### src/rtl/cpu_pkg.sv
// Shared pipeline definitions: datapath widths, ALU function codes and the ID/EX control bundle.
package cpu_pkg;

   localparam int unsigned XLEN   = 32;
   localparam int unsigned REG_AW = 5;

   localparam logic [2:0] ALU_AND = 3'b000;
   localparam logic [2:0] ALU_OR  = 3'b001;
   localparam logic [2:0] ALU_ADD = 3'b010;
   localparam logic [2:0] ALU_SUB = 3'b110;
   localparam logic [2:0] ALU_SLT = 3'b111;

   typedef struct packed {
      logic              valid;
      logic              reg_write;
      logic              mem_to_reg;
      logic              mem_write;
      logic              alu_src;
      logic [2:0]        alu_f;
      logic [REG_AW-1:0] rs;
      logic [REG_AW-1:0] rt;
      logic [REG_AW-1:0] rd;
   } idex_ctrl_t;

   // Squash side effects; register numbers and operand select are left as they were.
   function automatic idex_ctrl_t bubble(input idex_ctrl_t c);
      idex_ctrl_t b;
      b            = c;
      b.valid      = 1'b0;
      b.reg_write  = 1'b0;
      b.mem_to_reg = 1'b0;
      b.mem_write  = 1'b0;
      b.alu_f      = ALU_AND;
      return b;
   endfunction

endpackage

### src/rtl/forward_unit.sv
// Combinational operand source select for rs and rt: EX/MEM result, MEM/WB result or register data.
module forward_unit
   import cpu_pkg::*;
(
   input  logic              exmem_reg_write,
   input  logic [REG_AW-1:0] exmem_rd,
   input  logic [XLEN-1:0]   exmem_result,
   input  logic              memwb_reg_write,
   input  logic [REG_AW-1:0] memwb_rd,
   input  logic [XLEN-1:0]   memwb_result,
   input  logic [REG_AW-1:0] ex_rs,
   input  logic [REG_AW-1:0] ex_rt,
   input  logic [XLEN-1:0]   rs_data,
   input  logic [XLEN-1:0]   rt_data,
   output logic [XLEN-1:0]   rs_fwd,
   output logic [XLEN-1:0]   rt_fwd
);

   logic exmem_ok, memwb_ok;
   logic exmem_rs_hit, exmem_rt_hit, memwb_rs_hit, memwb_rt_hit;

   // $0 is hardwired, so a write to it never supplies a value.
   assign exmem_ok = exmem_reg_write && (exmem_rd != '0);
   assign memwb_ok = memwb_reg_write && (memwb_rd != '0);

   assign exmem_rs_hit = exmem_ok && (exmem_rd == ex_rs);
   assign exmem_rt_hit = exmem_ok && (exmem_rd == ex_rt);
   assign memwb_rs_hit = memwb_ok && (memwb_rd == ex_rs);
   assign memwb_rt_hit = memwb_ok && (memwb_rd == ex_rt);

   assign rs_fwd = exmem_rs_hit ? exmem_result :
                   memwb_rs_hit ? memwb_result : rs_data;
   assign rt_fwd = exmem_rt_hit ? exmem_result :
                   memwb_rt_hit ? memwb_result : rt_data;

endmodule

### src/rtl/id_ex_stage.sv
// ID/EX pipeline register with operand forwarding and load-use bubble insertion.
// Forwarding and load-use detection are built only when ID_EX_FORWARD_EN is defined.
module id_ex_stage
   import cpu_pkg::*;
(
   input  logic              clk,
   input  logic              rst_n,
   input  logic              id_valid,
   input  logic [XLEN-1:0]   id_rs_data,
   input  logic [XLEN-1:0]   id_rt_data,
   input  logic [XLEN-1:0]   id_imm,
   input  logic [REG_AW-1:0] id_rs,
   input  logic [REG_AW-1:0] id_rt,
   input  logic [REG_AW-1:0] id_rd,
   input  logic              id_alu_src,
   input  logic [2:0]        id_alu_f,
   input  logic              id_reg_write,
   input  logic              id_mem_to_reg,
   input  logic              id_mem_write,
   input  logic              stall,
   input  logic              flush,
   input  logic              exmem_reg_write,
   input  logic [REG_AW-1:0] exmem_rd,
   input  logic [XLEN-1:0]   exmem_result,
   input  logic              memwb_reg_write,
   input  logic [REG_AW-1:0] memwb_rd,
   input  logic [XLEN-1:0]   memwb_result,
   output logic              ex_valid,
   output logic              ex_reg_write,
   output logic              ex_mem_to_reg,
   output logic              ex_mem_write,
   output logic [REG_AW-1:0] ex_rd,
   output logic [XLEN-1:0]   alu_a,
   output logic [XLEN-1:0]   alu_b,
   output logic [2:0]        alu_f,
   output logic [XLEN-1:0]   ex_store_data,
   output logic              load_use
);

   idex_ctrl_t        ctrl_d, ctrl_q;
   logic [XLEN-1:0]   rs_data_d, rs_data_q;
   logic [XLEN-1:0]   rt_data_d, rt_data_q;
   logic [XLEN-1:0]   imm_d, imm_q;
   logic [XLEN-1:0]   rs_fwd, rt_fwd;

   always_comb begin
      ctrl_d    = ctrl_q;
      rs_data_d = rs_data_q;
      rt_data_d = rt_data_q;
      imm_d     = imm_q;
      // flush beats stall; a pending load-use bubble waits for the first unstalled edge
      if (flush || (!stall && load_use)) begin
         ctrl_d = bubble(ctrl_q);
      end else if (!stall) begin
         ctrl_d.valid      = id_valid;
         ctrl_d.reg_write  = id_reg_write;
         ctrl_d.mem_to_reg = id_mem_to_reg;
         ctrl_d.mem_write  = id_mem_write;
         ctrl_d.alu_src    = id_alu_src;
         ctrl_d.alu_f      = id_alu_f;
         ctrl_d.rs         = id_rs;
         ctrl_d.rt         = id_rt;
         ctrl_d.rd         = id_rd;
         rs_data_d         = id_rs_data;
         rt_data_d         = id_rt_data;
         imm_d             = id_imm;
      end
   end

   always_ff @(posedge clk or negedge rst_n) begin
      if (!rst_n) begin
         ctrl_q    <= '0;
         rs_data_q <= '0;
         rt_data_q <= '0;
         imm_q     <= '0;
      end else begin
         ctrl_q    <= ctrl_d;
         rs_data_q <= rs_data_d;
         rt_data_q <= rt_data_d;
         imm_q     <= imm_d;
      end
   end

`ifdef ID_EX_FORWARD_EN
   forward_unit u_forward_unit (
      .exmem_reg_write (exmem_reg_write),
      .exmem_rd        (exmem_rd),
      .exmem_result    (exmem_result),
      .memwb_reg_write (memwb_reg_write),
      .memwb_rd        (memwb_rd),
      .memwb_result    (memwb_result),
      .ex_rs           (ctrl_q.rs),
      .ex_rt           (ctrl_q.rt),
      .rs_data         (rs_data_q),
      .rt_data         (rt_data_q),
      .rs_fwd          (rs_fwd),
      .rt_fwd          (rt_fwd)
   );

   assign load_use = ctrl_q.valid && ctrl_q.mem_to_reg && id_valid && (ctrl_q.rd != '0) &&
                     ((ctrl_q.rd == id_rs) || (ctrl_q.rd == id_rt));
`else
   assign rs_fwd   = rs_data_q;
   assign rt_fwd   = rt_data_q;
   assign load_use = 1'b0;

   logic unused_fwd;
   assign unused_fwd = ^{exmem_reg_write, exmem_rd, exmem_result, memwb_reg_write, memwb_rd,
                         memwb_result, ctrl_q.rs, ctrl_q.rt};
`endif

   assign ex_valid      = ctrl_q.valid;
   assign ex_reg_write  = ctrl_q.reg_write;
   assign ex_mem_to_reg = ctrl_q.mem_to_reg;
   assign ex_mem_write  = ctrl_q.mem_write;
   assign ex_rd         = ctrl_q.rd;
   assign alu_f         = ctrl_q.alu_f;
   assign alu_a         = rs_fwd;
   assign alu_b         = ctrl_q.alu_src ? imm_q : rt_fwd;
   assign ex_store_data = rt_fwd;

endmodule

### config.mk
export PLATFORM = sky130hd
export DESIGN_NAME = id_ex_stage
export DESIGN_NICKNAME = d
export VERILOG_FILES = /design/src/rtl/cpu_pkg.sv /design/src/rtl/forward_unit.sv /design/src/rtl/id_ex_stage.sv
export SDC_FILE = /design/constraint.sdc
export NUM_CORES = 1
export LEC_CHECK = 0
export BUFFER_PORTS_ARGS = -buffer_cell sky130_fd_sc_hd__clkbuf_2
export CORE_ASPECT_RATIO = 0.9
export CORE_UTILIZATION = 30
export CTS_CLUSTER_DIAMETER = 80
export DETAILED_ROUTE_END_ITERATION = 8
export PLACE_DENSITY = 0.59
export SLEW_MARGIN = 20
export SYNTH_ARGS = -nofsm -noshare
export SYNTH_HDL_FRONTEND = slang
export SYNTH_SLANG_ARGS = --single-unit
### constraint.sdc
create_clock -name clk -period 1.8 [get_ports clk]
set_input_delay 0.18 -clock clk [delete_from_list [all_inputs] [get_ports clk]]
set_output_delay 0.18 -clock clk [all_outputs]
set_load 0.05 [all_outputs]
==> run metrics <==
Hold Buf Count CTS=1; all-layer global routing usage=around 13%; CTS clk-pin slew, worst paths=about 0.07 ns; H-tree depth=3; crit share post-route=a little over nine tenths; Post-DRT Antenna Nets=0; Register Area=2730 um2; Final nets=697; Die W=137 um; clk root buf=clkbuf_16; final WL=10400 um; Resized Gates After CTS=0; highest clock rate=between 0.5 and 0.6 GHz; minimum clock period=~1.7 ns; Num CTS Buffers=9; Hold WC Path Type=in2reg; global placer's final weighted congestion=0.738; initial core utilization=30.7%; CP max stage cell=dfrtp_2; die height=124 um; largest net degree at the start of global routing=58; syn_nets=484; drt wl/cell=between 10 and 15 um; row cnt=44; Worst path max stage delay=about 0.4 ns; Clock Skew=0 ns; cell area after layout=between 6000 and 7000 um2; worst path cell trace=buf_12 > mux2_2 > clkbuf_2; io pins=just over 300; CTS tree=yes; # setup viols final=0; DIE AREA=17000 um2; startpoint types=register; Critical Path Start=ctrl_q[18]$_DFFE_PN0P_; number of remaining DRC errors=0; maxcap violations=0; WS Path Type=reg2out; n_diodes=0; Via density=between 4 and 5; dpl cell area=around 6100 um2; Yosys reg bits=approximately 110; crit path DAT=between 1.5 and 2 ns; RSZ-0062 raised after global routing=no; IO buf count=220; clock net sink count=approximately 110; Hold Violations, Final=0; Reg-to-Reg Start=ctrl_q[18]$_DFFE_PN0P_; antenna violations before repair=0; Multi-input gate area=just under 2000 um2; leakage=0.00328 uW; status=finished clean; Crit path required time=1.62 ns; syn_area_per_cell=around 17 um2; Core Region=between 15000 and 20000 um2; setup_tns=0 ns; yosys synthesis warning count=0; Initial DRC Count=54; hpwl dp=between 7000 and 8000 um; layout cell share with drive strength beyond 1=roughly three quarters; Final Max Tran Viols=0; number of global-route vias before repair=about 3100; cells after synthesis=285; Worst Setup End Kind=output pin; maximum vdd drop=0.000620 V; fillers=between 1500 and 2000; HP Start=id_rt_data[6]; post-synth cell types=12; clock latency on the worst-skew pair=around 0.34 ns; Mapped Area=around 5000 um2; register area share after synthesis=55.1%; PwrDens=about 1200 nW/um2; CP Max Fanout=24; Layout area overhead=30.0%; Pre-antenna DRT Iters=3; total congestion overflow=0; maximum buffer depth of the clock tree=2; Post-CTS Setup Inserts=0; first-pass GRT wire length=about 16000 um; via count=3030
-- worst paths after layout --
check,end,slack [ns],cells after the start
worst max register to register,ctrl_q[18]$_DFFE_PN0P_,0.82,2
worst max-delay path,alu_b[30],0.08,3
min in group asynchronous,alu_a[15]$_DFFE_PN0P_,0.39,3
max in group asynchronous,ex_store_data[15]$_DFFE_PN0P_,1.13,3
worst min-delay path,ex_store_data[6]$_DFFE_PN0P_,0.06,2
worst min register to register,imm_q[6]$_DFFE_PN0P_,0.51,1
-- cell usage in the layout (no fill, tap or decap), drive strengths merged --
cell type / Yosys / routed
clkbuf: 1 / 228
buf: 25 / 8
mux2: 134 / 134
mux2i: 7 / 7
dfrtp: 109 / 109
conb: 1 / 1
dlygate4sd3: 0 / 1
inv: 0 / 1
clkinv: 0 / 4
bufinv: 0 / 1
nor2: 8 / 8
clkinvlp: 0 / 1
-- per-layer routing --
metal | wire length [um] | share of wire, % | up-vias | GRT usage [%]
met5 | 0 | 0 | - | 0
li1 | - | - | 1416 | -
met3 | 810 | 7.8 | 8 | 5.25
met4 | 120 | 1.2 | 0 | 3.09
met2 | 4900 | 47 | 118 | 20.0
met1 | 4580 | 44 | 1488 | 15.6
-- cells by family (layout without fill, tap and decap cells) --
| family | count (synthesis) | in the layout | synth area share (%) |
|---|---|---|---|
| other cells | 1 | 1 | 0.0757 |
| buf+inv | 26 | 244 | 6.14 |
| flops | 109 | 109 | 55.1 |
| mux | 141 | 141 | 37.9 |
| simple gates | 8 | 8 | 0.758 |
-- critical path: cells and delay by family, from the launching register on --
kind                   cells  cell delay [ns]
flip-flops                 1             0.39
buffers and inverters      2             0.42
multiplexers               1             0.37
-- cell usage after synthesis --
cell type / instances / share of area [%]
dfrtp_1: 109 / 55
mux2_4: 80 / 24
mux2_2: 54 / 12
buf_4: 11 / 1.7
buf_12: 9 / 3.6
mux2i_1: 7 / 1.4
nor2_1: 7 / 0.53
buf_2: 3 / 0.30
buf_6: 2 / 0.45
clkbuf_1: 1 / 0.076
conb_1: 1 / 0.076
nor2_4: 1 / 0.23
-- where the power goes --
group          internal, uW  switching [uW]  leakage, uW
registers              2800             222      0.00129
clock network          1080             916     0.000146
logic                   967            1950      0.00185
-- final cells by class --
type                       count  area share, %
tap                          207           4.02
clock buffer                   9           3.50
sequential                   109           42.4
timing repair buffer         228           19.1
clock inverter                 7           1.15
multi-input combinational    150           29.8
-- per-stage QoR --
step                      std cells  hold slack, ns  total power (uW)  utilization (%)  setup WS (ns)
after floorplan                 285          -0.116              5330                -          0.422
after global placement          693           0.203              5960             38.0          0.369
after detailed placement        693           0.207              6010             38.0          0.334
after CTS                       710          0.0335              8070             39.9         0.0472
after global routing            710          0.0325              8330             39.9         0.0110
final                           710          0.0576              7940             39.9         0.0764
No activity file was read; power rests on OpenSTA's default activity.
